===== src/rtl/sdram_port_arbiter_if.sv =====
// Bundle of the requester-side and controller-side signals around the
// SDRAM port arbiter. The slave modport is the arbiter. The master modport
// is its environment: the display read path, the write FIFO drain and the
// sdram_controller command port.
interface sdram_port_arbiter_if #(
   parameter int ADDR_W = 22,
   parameter int DATA_W = 16
);
   // display read requester
   logic              rd_req;
   logic [ADDR_W-1:0] rd_req_addr;
   logic              rd_ack;
   logic              rd_valid;
   logic [DATA_W-1:0] rd_dout;
   logic              rd_err;
   // write requester
   logic              wr_req;
   logic [ADDR_W-1:0] wr_req_addr;
   logic [DATA_W-1:0] wr_req_data;
   logic              wr_ack;
   logic              wr_starved;
   // controller command port
   logic              ctl_rd_enable;
   logic [ADDR_W-1:0] ctl_rd_addr;
   logic              ctl_rd_ready;
   logic [DATA_W-1:0] ctl_rd_data;
   logic              ctl_wr_enable;
   logic [ADDR_W-1:0] ctl_wr_addr;
   logic [DATA_W-1:0] ctl_wr_data;
   logic              ctl_wr_addr_inc;
   logic              ctl_busy;
   // status
   logic [1:0]        owner;

   modport slave (
      input  rd_req, rd_req_addr, wr_req, wr_req_addr, wr_req_data,
             ctl_rd_ready, ctl_rd_data, ctl_wr_addr_inc, ctl_busy,
      output rd_ack, rd_valid, rd_dout, rd_err, wr_ack, wr_starved,
             ctl_rd_enable, ctl_rd_addr, ctl_wr_enable, ctl_wr_addr,
             ctl_wr_data, owner
   );

   modport master (
      output rd_req, rd_req_addr, wr_req, wr_req_addr, wr_req_data,
             ctl_rd_ready, ctl_rd_data, ctl_wr_addr_inc, ctl_busy,
      input  rd_ack, rd_valid, rd_dout, rd_err, wr_ack, wr_starved,
             ctl_rd_enable, ctl_rd_addr, ctl_wr_enable, ctl_wr_addr,
             ctl_wr_data, owner
   );
endinterface


===== src/rtl/sdram_port_arbiter.sv =====
// Two-requester arbiter in front of the single sdram_controller command port.
// Display reads have absolute priority over writes. A write is never
// preempted once issued. Reads that the controller never answers are
// abandoned after RD_TIMEOUT cycles. A saturating age counter flags writes
// that have waited WR_AGE_MAX cycles or more; it is status only.
// All outputs are registered except wr_ack, which is the controller's
// accept pulse qualified by the write-issue state.
module sdram_port_arbiter #(
   parameter int ADDR_W     = 22,
   parameter int DATA_W     = 16,
   parameter int RD_TIMEOUT = 64,   // keep >= 2
   parameter int WR_AGE_MAX = 1023
) (
   input logic                  clk,
   input logic                  rst,
   sdram_port_arbiter_if.slave  bus
);

   localparam int TMO_W = $clog2(RD_TIMEOUT + 1);
   localparam int AGE_W = $clog2(WR_AGE_MAX + 1);

   localparam logic [TMO_W-1:0] TMO_LOAD  = TMO_W'(RD_TIMEOUT - 1);
   localparam logic [TMO_W-1:0] TMO_ONE   = TMO_W'(1);
   localparam logic [AGE_W-1:0] AGE_LIMIT = AGE_W'(WR_AGE_MAX);
   localparam logic [AGE_W-1:0] AGE_ONE   = AGE_W'(1);

   localparam logic [1:0] S_IDLE     = 2'd0;
   localparam logic [1:0] S_RD_ISSUE = 2'd1;
   localparam logic [1:0] S_RD_WAIT  = 2'd2;
   localparam logic [1:0] S_WR_ISSUE = 2'd3;

   logic [1:0]        state_q,    state_d;
   logic [ADDR_W-1:0] rd_addr_q,  rd_addr_d;
   logic [ADDR_W-1:0] wr_addr_q,  wr_addr_d;
   logic [DATA_W-1:0] wr_data_q,  wr_data_d;
   logic [DATA_W-1:0] rd_dout_q,  rd_dout_d;
   logic              rd_ack_q,   rd_ack_d;
   logic              rd_valid_q, rd_valid_d;
   logic              rd_err_q,   rd_err_d;
   logic              rd_en_q,    rd_en_d;
   logic              wr_en_q,    wr_en_d;
   logic [TMO_W-1:0]  tmo_q,      tmo_d;
   logic [AGE_W-1:0]  age_q,      age_d;
   logic              starved_q,  starved_d;
   logic [1:0]        owner_q,    owner_d;
   logic              wr_ack_s;

   // Controller accept counts as an ack only while our write is on the bus.
   assign wr_ack_s = bus.ctl_wr_addr_inc && (state_q == S_WR_ISSUE);

   // Arbitration FSM: next state, address/data latching and output pulses.
   always_comb begin
      state_d    = state_q;
      rd_addr_d  = rd_addr_q;
      wr_addr_d  = wr_addr_q;
      wr_data_d  = wr_data_q;
      rd_dout_d  = rd_dout_q;
      rd_ack_d   = 1'b0;
      rd_valid_d = 1'b0;
      rd_err_d   = 1'b0;
      rd_en_d    = 1'b0;
      wr_en_d    = wr_en_q;
      tmo_d      = tmo_q;
      case (state_q)
         S_IDLE: begin
            if (bus.ctl_busy) begin
               state_d = S_IDLE;
            end else if (bus.rd_req) begin
               // read wins a tie; a pending write simply waits for IDLE again
               rd_addr_d = bus.rd_req_addr;
               rd_ack_d  = 1'b1;
               rd_en_d   = 1'b1;
               state_d   = S_RD_ISSUE;
            end else if (bus.wr_req) begin
               wr_addr_d = bus.wr_req_addr;
               wr_data_d = bus.wr_req_data;
               wr_en_d   = 1'b1;
               state_d   = S_WR_ISSUE;
            end else begin
               state_d = S_IDLE;
            end
         end
         S_RD_ISSUE: begin
            tmo_d   = TMO_LOAD;
            state_d = S_RD_WAIT;
         end
         S_RD_WAIT: begin
            if (bus.ctl_rd_ready) begin
               rd_dout_d  = bus.ctl_rd_data;
               rd_valid_d = 1'b1;
               state_d    = S_IDLE;
            end else if (tmo_q <= TMO_ONE) begin
               // counter reaches zero this cycle: give up, keep old rd_dout
               rd_err_d = 1'b1;
               tmo_d    = '0;
               state_d  = S_IDLE;
            end else begin
               tmo_d = tmo_q - TMO_ONE;
            end
         end
         S_WR_ISSUE: begin
            if (bus.ctl_wr_addr_inc) begin
               wr_en_d = 1'b0;
               state_d = S_IDLE;
            end else begin
               wr_en_d = 1'b1;
            end
         end
         default: begin
            wr_en_d = 1'b0;
            state_d = S_IDLE;
         end
      endcase
   end

   // Owner code follows the state being entered so it lines up with the state.
   always_comb begin
      case (state_d)
         S_RD_ISSUE: owner_d = 2'd1;
         S_RD_WAIT:  owner_d = 2'd1;
         S_WR_ISSUE: owner_d = 2'd2;
         default:    owner_d = 2'd0;
      endcase
   end

   // Write age: counts pending cycles outside write issue, saturates at the limit.
   always_comb begin
      if (!bus.wr_req || wr_ack_s) begin
         age_d = '0;
      end else if ((state_q != S_WR_ISSUE) && (age_q < AGE_LIMIT)) begin
         age_d = age_q + AGE_ONE;
      end else begin
         age_d = age_q;
      end
      starved_d = (age_q >= AGE_LIMIT);
   end

   // State and output registers; reset drops any in-flight transaction.
   always_ff @(posedge clk or posedge rst) begin
      if (rst) begin
         state_q    <= S_IDLE;
         rd_addr_q  <= '0;
         wr_addr_q  <= '0;
         wr_data_q  <= '0;
         rd_dout_q  <= '0;
         rd_ack_q   <= 1'b0;
         rd_valid_q <= 1'b0;
         rd_err_q   <= 1'b0;
         rd_en_q    <= 1'b0;
         wr_en_q    <= 1'b0;
         tmo_q      <= '0;
         age_q      <= '0;
         starved_q  <= 1'b0;
         owner_q    <= 2'd0;
      end else begin
         state_q    <= state_d;
         rd_addr_q  <= rd_addr_d;
         wr_addr_q  <= wr_addr_d;
         wr_data_q  <= wr_data_d;
         rd_dout_q  <= rd_dout_d;
         rd_ack_q   <= rd_ack_d;
         rd_valid_q <= rd_valid_d;
         rd_err_q   <= rd_err_d;
         rd_en_q    <= rd_en_d;
         wr_en_q    <= wr_en_d;
         tmo_q      <= tmo_d;
         age_q      <= age_d;
         starved_q  <= starved_d;
         owner_q    <= owner_d;
      end
   end

   assign bus.rd_ack        = rd_ack_q;
   assign bus.rd_valid      = rd_valid_q;
   assign bus.rd_dout       = rd_dout_q;
   assign bus.rd_err        = rd_err_q;
   assign bus.wr_ack        = wr_ack_s;
   assign bus.wr_starved    = starved_q;
   assign bus.ctl_rd_enable = rd_en_q;
   assign bus.ctl_rd_addr   = rd_addr_q;
   assign bus.ctl_wr_enable = wr_en_q;
   assign bus.ctl_wr_addr   = wr_addr_q;
   assign bus.ctl_wr_data   = wr_data_q;
   assign bus.owner         = owner_q;

endmodule

===== src/flat_wrapper.sv =====
// flat-port wrapper written by rule: the top's interface ports become plain ports
module sdram_port_arbiter_flat 
#(
   parameter int ADDR_W     = 22,
   parameter int DATA_W     = 16,
   parameter int RD_TIMEOUT = 64,               
   parameter int WR_AGE_MAX = 1023
)
  (clk, rst, bus_rd_req, bus_rd_req_addr, bus_wr_req, bus_wr_req_addr, bus_wr_req_data, bus_ctl_rd_ready, bus_ctl_rd_data, bus_ctl_wr_addr_inc, bus_ctl_busy, bus_rd_ack, bus_rd_valid, bus_rd_dout, bus_rd_err, bus_wr_ack, bus_wr_starved, bus_ctl_rd_enable, bus_ctl_rd_addr, bus_ctl_wr_enable, bus_ctl_wr_addr, bus_ctl_wr_data, bus_owner);
  sdram_port_arbiter_if #(.ADDR_W(ADDR_W), .DATA_W(DATA_W)) bus_i ();
  input logic clk;
  input logic rst;
  input wire logic [$bits(bus_i.rd_req)-1:0] bus_rd_req;
  input wire logic [$bits(bus_i.rd_req_addr)-1:0] bus_rd_req_addr;
  input wire logic [$bits(bus_i.wr_req)-1:0] bus_wr_req;
  input wire logic [$bits(bus_i.wr_req_addr)-1:0] bus_wr_req_addr;
  input wire logic [$bits(bus_i.wr_req_data)-1:0] bus_wr_req_data;
  input wire logic [$bits(bus_i.ctl_rd_ready)-1:0] bus_ctl_rd_ready;
  input wire logic [$bits(bus_i.ctl_rd_data)-1:0] bus_ctl_rd_data;
  input wire logic [$bits(bus_i.ctl_wr_addr_inc)-1:0] bus_ctl_wr_addr_inc;
  input wire logic [$bits(bus_i.ctl_busy)-1:0] bus_ctl_busy;
  output wire logic [$bits(bus_i.rd_ack)-1:0] bus_rd_ack;
  output wire logic [$bits(bus_i.rd_valid)-1:0] bus_rd_valid;
  output wire logic [$bits(bus_i.rd_dout)-1:0] bus_rd_dout;
  output wire logic [$bits(bus_i.rd_err)-1:0] bus_rd_err;
  output wire logic [$bits(bus_i.wr_ack)-1:0] bus_wr_ack;
  output wire logic [$bits(bus_i.wr_starved)-1:0] bus_wr_starved;
  output wire logic [$bits(bus_i.ctl_rd_enable)-1:0] bus_ctl_rd_enable;
  output wire logic [$bits(bus_i.ctl_rd_addr)-1:0] bus_ctl_rd_addr;
  output wire logic [$bits(bus_i.ctl_wr_enable)-1:0] bus_ctl_wr_enable;
  output wire logic [$bits(bus_i.ctl_wr_addr)-1:0] bus_ctl_wr_addr;
  output wire logic [$bits(bus_i.ctl_wr_data)-1:0] bus_ctl_wr_data;
  output wire logic [$bits(bus_i.owner)-1:0] bus_owner;
  assign bus_i.rd_req = bus_rd_req;
  assign bus_i.rd_req_addr = bus_rd_req_addr;
  assign bus_i.wr_req = bus_wr_req;
  assign bus_i.wr_req_addr = bus_wr_req_addr;
  assign bus_i.wr_req_data = bus_wr_req_data;
  assign bus_i.ctl_rd_ready = bus_ctl_rd_ready;
  assign bus_i.ctl_rd_data = bus_ctl_rd_data;
  assign bus_i.ctl_wr_addr_inc = bus_ctl_wr_addr_inc;
  assign bus_i.ctl_busy = bus_ctl_busy;
  assign bus_rd_ack = bus_i.rd_ack;
  assign bus_rd_valid = bus_i.rd_valid;
  assign bus_rd_dout = bus_i.rd_dout;
  assign bus_rd_err = bus_i.rd_err;
  assign bus_wr_ack = bus_i.wr_ack;
  assign bus_wr_starved = bus_i.wr_starved;
  assign bus_ctl_rd_enable = bus_i.ctl_rd_enable;
  assign bus_ctl_rd_addr = bus_i.ctl_rd_addr;
  assign bus_ctl_wr_enable = bus_i.ctl_wr_enable;
  assign bus_ctl_wr_addr = bus_i.ctl_wr_addr;
  assign bus_ctl_wr_data = bus_i.ctl_wr_data;
  assign bus_owner = bus_i.owner;
  sdram_port_arbiter #(.ADDR_W(ADDR_W), .DATA_W(DATA_W), .RD_TIMEOUT(RD_TIMEOUT), .WR_AGE_MAX(WR_AGE_MAX)) u_core (.clk(clk), .rst(rst), .bus(bus_i));
endmodule

===== config.mk =====
export PLATFORM = sky130hd
export DESIGN_NAME = sdram_port_arbiter_flat
export DESIGN_NICKNAME = d
export VERILOG_FILES = /design/src/rtl/sdram_port_arbiter_if.sv /design/src/rtl/sdram_port_arbiter.sv /design/src/flat_wrapper.sv
export SDC_FILE = /design/constraint.sdc
export NUM_CORES = 1
export LEC_CHECK = 0
export CAP_MARGIN = 20
export CORE_UTILIZATION = 43
export DETAILED_ROUTE_END_ITERATION = 10
export GPL_TIMING_DRIVEN = 0
export HOLD_SLACK_MARGIN = 0.05
export PLACE_DENSITY = 0.8
export SLEW_MARGIN = 20
export SYNTH_ARGS = -nofsm -noshare
export SYNTH_HDL_FRONTEND = slang
export SYNTH_SLANG_ARGS = --single-unit

===== constraint.sdc =====
create_clock -name clk -period 4.7 [get_ports clk]
set_input_delay 0.94 -clock clk [delete_from_list [all_inputs] [get_ports clk]]
set_output_delay 0.94 -clock clk [all_outputs]
set_load 0.005 [all_outputs]

# Yosys cells after proc, flatten, opt, wreduce, memory -nomap -nowiden
# Cells that the tools add are included.
word_totals:
  reg_bits: 102
  input_bits: 83
  out_inout_bits: 85
  elab_cells: 71
op_classes:
  addsub: 2
  magnitude_cmp: 3
  n_eq_ne: 11
  mux: 26
  bitwise_logic: 2
  n_reduce_logical: 14
op_table:
  columns: ["op", "count"]
  rows:
  - ["$mux W10", 2]
  - ["$mux W7", 2]
  - ["$pmux W7 S2", 1]
  - ["$mux W1", 12]
  - ["$mux W2", 6]
  - ["$add A10 B1 Y10 const B", 1]
  - ["$ge A10 B10 Y1 const B", 1]
  - ["$lt A10 B10 Y1 const B", 1]
  - ["$ne A2 B2 Y1 const B", 5]
  - ["$eq A2 B2 Y1 const B", 4]
  - ["$pmux W2 S4", 1]
  - ["$reduce_and A4 Y1", 2]
  - ["$le A7 B1 Y1 const B", 1]
  - ["$sub A7 B1 Y7 const B", 1]
  - ["$reduce_bool A2 Y1", 3]
  - ["$eq A2 B1 Y1 const B", 2]
  - ["$pmux W2 S2", 1]
  - ["$reduce_and A2 Y1", 2]
  - ["$reduce_and A3 Y1", 1]
  - ["$logic_and A1 B1 Y1", 2]
  - ["$logic_not A2 Y1", 1]
  - ["$not A1 Y1", 2]
  - ["$pmux W1 S2", 1]
  - ["$reduce_or A2 Y1", 1]
  - ["2 further kinds", 2]

# Logic depth before layout (Yosys ltp)
# Gate-level depths: netlist (run 1).
logic_depth:
  depth_word: 7
  ltp_mapped: 7

# Worst setup path before layout (run 1)
# Ideal clock, no wire load.
synth_path:
  kind: "input to register"
  from: "input bus_ctl_busy"
  to: "register u_core.owner_q[0] (netlist: u_core.bus.owner[0])"
  arrival_time_ns: 1.970
  slack_ns: 2.604
  path_stages: 7
  path_buffers: 2
  cell_sequence: "nor3_1 and3b_1 buf_2 buf_4 a21oi_1 o21ai_0 ha_1"
synth_via:
  elab_chain_len: 5
  elab_cells_between_ends: 7
  classes_between: "eq/ne (3); mux (3); reduce/logical (1)"
synth_lines:
  columns: ["element", "line", "source"]
  rows:
  - ["start: declaration", "flat_wrapper.sv:21", "input wire logic [$bits(bus_i.ctl_busy)-1:0] bus_ctl_busy;"]
  - ["$mux W2 *", "sdram_port_arbiter.sv:66", "if (bus.ctl_busy) begin"]
  - ["$pmux W2 S4 *", "sdram_port_arbiter.sv:64", "case (state_q)"]
  - ["$eq A2 B1 Y1 / $eq A2 B2 Y1 (equally long branches)", "sdram_port_arbiter.sv:118", "case (state_d)"]
  - ["$reduce_or A2 Y1 (no source line)", null, null]
  - ["$pmux W2 S2 *", "sdram_port_arbiter.sv:118", null]
  - ["named net u_core.owner_d[0]", "sdram_port_arbiter.sv:45", "logic [1:0] owner_q, owner_d;"]
  - ["end signal: assignment", "sdram_port_arbiter.sv:169", "owner_q <= owner_d;"]
  - ["end: declaration", "sdram_port_arbiter.sv:45", null]
# The timed path passes the listed nets; every way through them passes the cells marked *.
# A chain may end at the register's enable or synchronous reset.

# Worst setup path in the final report (run 1)
layout_path:
  from: "input bus_ctl_wr_addr_inc"
  to: "output bus_wr_ack"
layout_via:
  elab_chain_len: 1
layout_lines:
  columns: ["element", "line", "source"]
  rows:
  - ["start: declaration", "flat_wrapper.sv:20", "input wire logic [$bits(bus_i.ctl_wr_addr_inc)-1:0] bus_ctl_wr_addr_inc;"]
  - ["$logic_and A1 B1 Y1", "sdram_port_arbiter.sv:49", "assign wr_ack_s = bus.ctl_wr_addr_inc && (state_q == S_WR_ISSUE);"]
  - ["end: declaration", "flat_wrapper.sv:26", "output wire logic [$bits(bus_i.wr_ack)-1:0] bus_wr_ack;"]
# Every way passes these cells.

==> results of run 1 <==
## metal layers
| layer | GRT usage, % | up-vias |
|---|---|---|
| met4 | 5.57 | 0 |
| met1 | 24.6 | 1526 |
| met3 | 4.60 | 11 |
| met5 | 0 | - |
| li1 | - | 1489 |
| met2 | 35.5 | 104 |
## placed cells by master, fill, tap and decap left out, types with 2 or more instances in the layout
master	synthesis	routed
and4_1	3	3
nand3_1	8	8
nor3_1	8	8
ha_1	4	4
nand4_1	4	4
xor2_1	2	2
or4_1	2	2
clkbuf_1	1	2
or3_1	3	3
o211ai_1	2	2
o21ai_0	7	7
o311ai_0	2	2
buf_4	7	7
buf_6	2	2
a21oi_1	3	3
nand3b_1	3	3
dfrtp_1	102	102
bufinv_16	0	4
nor2_1	7	7
nand2_1	61	61
buf_2	2	2
inv_1	4	3
clkbuf_8	0	9
nand2b_1	3	3
mux2_2	60	60
and2_1	4	4
mux2i_1	3	3
clkdlybuf4s50_1	0	167
## stage by stage
step | hold WS (ns) | cell area (sq um)
after global placement | 0.459 | 5990
after detailed placement | 0.464 | 6020
after floorplan | 0.470 | 4160
final | 0.487 | 6280
after CTS | 0.490 | 6280
after global routing | 0.512 | 6280
## logic make-up (layout without fill, tap and decap cells)
kind of cell	count (synthesis)	after routing	share of synthesized area [%]
and+or+nand+nor	114	114	13.5
muxes	63	63	17.0
adders and majority gates	4	4	1.20
xor gates and xnor gates	3	3	0.632
DFF	102	102	61.4
buffers and inverters	18	201	2.71
AOI/OAI and AO/OA	22	22	3.58
## registers in the layout (all words and copies together), names as in the netlist
name and flops:
u_core.age_q 10, u_core.bus.ctl_rd_addr 22, u_core.bus.ctl_wr_addr 22, u_core.bus.ctl_wr_data 16
u_core.bus.ctl_wr_enable 1, u_core.bus.owner 2, u_core.bus.rd_ack 1, u_core.bus.rd_dout 16
u_core.bus.rd_err 1, u_core.bus.rd_valid 1, u_core.bus.wr_starved 1, u_core.state_q 2
u_core.tmo_q 7
## cell usage after synthesis (2+ instances only)
library cell	instances
and4_1	3
dfrtp_1	102
nand4_1	4
nand3_1	8
a21oi_1	3
nand3b_1	3
buf_6	2
o21ai_0	7
mux2i_1	3
o311ai_0	2
buf_4	7
inv_1	4
nor3_1	8
and2_1	4
nand2_1	61
buf_2	2
o211ai_1	2
xor2_1	2
nor2_1	7
or3_1	3
mux2_2	60
or4_1	2
nand2b_1	3
ha_1	4
## power groups by stage
stage	sequential (mW)	clock, mW	combinational (mW)
3_5_place_dp	1.47	0	1.43
2_1_floorplan	1.48	0	0.508
4_1_cts	1.45	0.720	1.44
5_1_grt	1.50	0.757	1.54
6_report	1.44	0.710	1.42
3_3_place_gp	1.44	0	1.39
## final cells by class
type	instances	area (sq um)
Clock buffer	10	128
Tap cell	129	161
Clock inverter	5	131
Inverter	5	23.8
Fill cell	688	3000
Timing Repair Buffer	168	1700
Sequential cell	102	2550
Buffer	13	93.8
Multi-Input combinational cell	206	1490
## worst min-delay path, stage by stage, from the launching register on
cell     delay [ns]
dfrtp_1        0.35
nand2_1        0.05
nand2_1        0.06
## worst paths after layout
kind,from,end,slack [ns],depth (start not counted)
setup / recovery,bus_ctl_wr_addr_inc,bus_wr_ack,1.55,4
hold / removal,u_core.bus.rd_dout[10]$_DFFE_PP0P_,u_core.bus.rd_dout[10]$_DFFE_PP0P_,0.49,2
setup reg to reg,u_core.state_q[0]$_DFF_PP0_,u_core.bus.ctl_rd_addr[2]$_DFFE_PP0P_,2.94,5
hold reg to reg,u_core.bus.rd_dout[10]$_DFFE_PP0P_,u_core.bus.rd_dout[10]$_DFFE_PP0P_,0.49,2
max in group asynchronous,rst,u_core.age_q[1]$_DFFE_PP0P_,3.13,3
min in group asynchronous,rst,u_core.bus.ctl_rd_addr[14]$_DFFE_PP0P_,0.93,2
==> impl_metrics.tcl, run 1 <==
set metrics [dict create \
    highest_layer "met4" \
    diodes 0 \
    yosys_warnings 0 \
    num_rows 35 \
    syn_inst 326 \
    post_drt_via_cell_ratio 4.91 \
    post-route-period-util_pct 67.0 \
    clockBufferDepth 2 \
    drt_wl_total_um 9860 \
    drt-met1-wl_um 4140 \
    comb_power_share_pct 39.7 \
    antenna_left 0 \
    pwr-share-clk_pct 19.9 \
    tns_ns 0 \
    status "finished, final reports clean" \
    clk_latency_ns 0.36 \
    first_iter_violations 92 \
    worstPathMaxFanout 5 \
    io_buffers 167 \
    area_delta_synth_final_pct 51.1 \
    ctsResizeCount 0 \
    finalPower_mw 3.57 \
    ys_seq_area_share_pct 61.4 \
    ys_ff_latch 102 \
    slew_headroom_pct 63.7 \
    dp.cells 623 \
    vias 3130 \
    wl_met2_um 5060 \
    die_x_um 100 \
    synth.avg_cell_area_sq_um 12.8 \
    critPathTopFamily "buffers and inverters" \
    yosysTopAreaCell "dfrtp_1" \
    hold_path_class "flip-flop to flip-flop" \
    crit_arrival_ns 2.21 \
    synth.distinct_cells 44 \
    drv_cap 0 \
    netlist.area_leader.share_pct 61.4 \
    track_usage_pct 20.1 \
    slowest_stage "clkdlybuf4s50_1" \
    p_leak_nw 2.73 \
    synth_ff_type "dfrtp_1" \
    cp_cell_sequence "clkdlybuf4s50_1, nand3_1, inv_1, clkdlybuf4s50_1" \
    worst_setup_path_end_kind "output port" \
    fin_worst_skew_ns 0.0129 \
    critPathLaunchType "input pin" \
    postCtsSetupBuffers 0 \
    ctsHtreeMaxLevel 3 \
    fin_ws_ns 1.55 \
    p_sw_share_pct 27.1 \
    intPower_mw 2.60 \
    place.gp.congestion 0.830 \
    clk_pin_slew_ns 0.10 \
    cts_tree "built" \
    final_util_pct 67.7 \
    pwr-share-seq_pct 40.4 \
    final_cells 638 \
    synthTopCellsByArea "dfrtp_1, mux2_2, nand2_1, buf_4, ha_1" \
    cts_sinks 102 \
    synth-edff-count 0 \
    first_pass_iters 4 \
    synthesis.area_sq_um 4160 \
    crit_buf_inv 3 \
    cts_hold_buffers 0 \
    required_ns 3.76 \
    clockRootBuffer "clkbuf_8" \
    layout-drive-gt1-share_pct 17.7 \
    peakVddDrop_mv 0.258 \
    fmax_mhz 317 \
    path_class "input pin to output port" \
    drcViolationCount 0 \
    max_stage_delay_ns 0.52 \
    route.met3.wl_um 557 \
    grt_start_max_net_pins 68 \
    synth_nets 413 \
    ioPinCount 168 \
    crit_top_cell "clkdlybuf4s50_1" \
    core_area_sq_um 9280 \
    dpl.hpwl_um 7390 \
    powerDensity_nw_per_um2 568 \
    floorplan.die.height_um 100 \
    grt_pass1_wl_um 15700 \
    tightest_slew_ns 0.539 \
    start_util_pct 44.8 \
    cts_buffers 9 \
    detail_route.wl_per_cell_um 15.5 \
    rsz0062_at_grt "false" \
    grt_antenna_before_repair 0 \
    die-area_sq_um 10100 \
    switching_power_mw 0.969 \
    ys_async_sr_fraction_pct 100 \
    grt-ovfl-total 0 \
    setup_viol 0 \
    finalNetCount 592 \
    place_ws_ns 1.56 \
    drv_slew 0 \
    report.final.hold_viol_count 0 \
    layout_min_cycle_time_ns 3.15 \
    grt_pass1_vias 3174 \
]
Note: power is estimated with default switching activity, not from simulation.
==> run 2, diff against run 1 <==
--- a/config.mk
+++ b/config.mk
@@ -6,11 +6,11 @@
 export NUM_CORES = 1
 export LEC_CHECK = 0
 export CAP_MARGIN = 20
-export CORE_UTILIZATION = 43
+export CORE_UTILIZATION = 39
 export DETAILED_ROUTE_END_ITERATION = 10
 export GPL_TIMING_DRIVEN = 0
 export HOLD_SLACK_MARGIN = 0.05
-export PLACE_DENSITY = 0.8
+export PLACE_DENSITY = 0.76
 export SLEW_MARGIN = 20
 export SYNTH_ARGS = -nofsm -noshare
 export SYNTH_HDL_FRONTEND = slang
==> constraint.sdc (replaced) <==
create_clock -name clk -period 2.6 [get_ports clk]
set_input_delay 0.52 -clock clk [delete_from_list [all_inputs] [get_ports clk]]
set_output_delay 0.52 -clock clk [all_outputs]
set_load 0.005 [all_outputs]
==> impl_metrics.tcl, run 2 (synthesis results as in run 1) <==
set metrics [dict create \
    ctsHtreeMaxLevel 3 \
    fin_ws_ns 0.301 \
    drt_wl_total_um 9550 \
    start_util_pct 40.3 \
    nFillCells 822 \
    antenna_left 0 \
    post-route-period-util_pct 88.4 \
    area_delta_synth_final_pct 50.7 \
    final_cell_mix "clkdlybuf4s50_1, dfrtp_1, nand2_1" \
    final_cells 648 \
    grt_pass1_wl_um 16000 \
    status "finished, final reports clean" \
    grt_pass1_vias 3294 \
    drv_cap 0 \
    clk_pin_slew_ns 0.10 \
    final_common_cell "clkdlybuf4s50_1" \
    drv_slew 0 \
    postCtsSetupBuffers 0 \
    hold-worst-slack_ns 0.490 \
    layout_min_cycle_time_ns 2.30 \
    die-area_sq_um 11100 \
    worstPathMaxFanout 5 \
    p_leak_nw 2.71 \
    cts_tree "built" \
    fin_worst_skew_ns 0.0173 \
    floorplan.die.height_um 105 \
    rsz0062_at_grt "false" \
    drcViolationCount 0 \
    num_rows 37 \
    diodes 0 \
    cts_hold_buffers 0 \
    worst_setup_path_end_kind "output port" \
    place_ws_ns 0.280 \
    fmax_mhz 435 \
    layout-drive-gt1-share_pct 18.4 \
    place.gp.congestion 0.770 \
    peakVddDrop_mv 0.463 \
    path_class "input pin to output port" \
    die_x_um 105 \
    ctsResizeCount 0 \
    grt_start_max_net_pins 34 \
    grt_antenna_before_repair 0 \
    report.final.hold_viol_count 0 \
    critPathLaunchType "input pin" \
    vias 3143 \
    dpl.hpwl_um 7350 \
    cts_buffers 9 \
    required_ns 2.08 \
    tightest_slew_ns 0.528 \
    finalNetCount 594 \
    post_drt_via_cell_ratio 4.85 \
    cts_sinks 102 \
    track_usage_pct 18.4 \
    grt-ovfl-total 0 \
    first_pass_iters 4 \
    core_area_sq_um 10300 \
    powerDensity_nw_per_um2 980 \
    crit_arrival_ns 1.78 \
    clk_latency_ns 0.36 \
    clockBufferDepth 2 \
    clockRootBuffer "clkbuf_8" \
    ioPinCount 168 \
    hold_path_class "flip-flop to flip-flop" \
    io_buffers 167 \
    detail_route.wl_per_cell_um 14.7 \
    dp.cells 632 \
    first_iter_violations 126 \
    setup_viol 0 \
    slew_headroom_pct 64.5 \
]
==> run 2: power by group <==
part	switching (mW)	internal (mW)
logic	0.843	1.72
clock network	0.574	0.401
registers	0.353	2.25
==> run 2: metal layers <==
layer / wire [um] / up-vias / global-route usage [%]
li1: - / 1501 / -
met1: 3970 / 1531 / 22.4
met2: 4960 / 100 / 32.6
met3: 487 / 11 / 4.21
met4: 125 / 0 / 5.13
met5: 0 / - / 0
==> run 2: through the flow <==
step                power [mW]  utilization [%]  setup TNS [ns]  instance area, sq um
floorplan                 3.59                -               0                  4160
global placement          5.13             58.2          -12.53                  6000
detailed placement        5.24             58.7               0                  6060
CTS                       6.23             60.7               0                  6260
global route              6.58             60.7               0                  6260
finish                    6.14             60.7               0                  6260
==> run 2: worst paths after layout <==
kind / startpoint / end / slack, ns / depth (start not counted)
worst max-delay path: bus_ctl_wr_addr_inc / bus_wr_ack / 0.30 / 4
worst min-delay path: u_core.bus.rd_dout[0]$_DFFE_PP0P_ / u_core.bus.rd_dout[0]$_DFFE_PP0P_ / 0.49 / 2
worst max register to register: u_core.state_q[0]$_DFF_PP0_ / u_core.bus.owner[0]$_DFF_PP0_ / 0.85 / 7
worst min register to register: u_core.bus.rd_dout[0]$_DFFE_PP0P_ / u_core.bus.rd_dout[0]$_DFFE_PP0P_ / 0.49 / 2
max in group asynchronous: rst / u_core.bus.rd_dout[2]$_DFFE_PP0P_ / 1.40 / 4
min in group asynchronous: rst / u_core.bus.ctl_wr_enable$_DFFE_PP0P_ / 0.50 / 2
==> run 2: layout make-up <==
| class | count | area [sq um] | area share (%) |
|---|---|---|---|
| Tap cell | 136 | 170 | 2.72 |
| Clock buffer | 10 | 138 | 2.20 |
| Multi-Input combinational cell | 206 | 1490 | 23.8 |
| Inverter | 5 | 22.5 | 0.359 |
| Buffer | 13 | 93.8 | 1.50 |
| Clock inverter | 6 | 63.8 | 1.02 |
| Timing Repair Buffer | 170 | 1730 | 27.6 |
| Sequential cell | 102 | 2550 | 40.7 |
==> run 2: critical path: stages <==
cell and delay [ns]:
clkdlybuf4s50_1 0.48, nand3_1 0.14, inv_1 0.12, clkdlybuf4s50_1 0.52
==> run 3, diff against run 2 <==
--- a/config.mk
+++ b/config.mk
@@ -7,6 +7,7 @@
 export LEC_CHECK = 0
 export CAP_MARGIN = 20
 export CORE_UTILIZATION = 39
+export CTS_CLUSTER_DIAMETER = 150
 export DETAILED_ROUTE_END_ITERATION = 10
 export GPL_TIMING_DRIVEN = 0
 export HOLD_SLACK_MARGIN = 0.05
==> results of run 3 <==
Same layout as run 2: the final DEF is identical, and so are final timing and power.
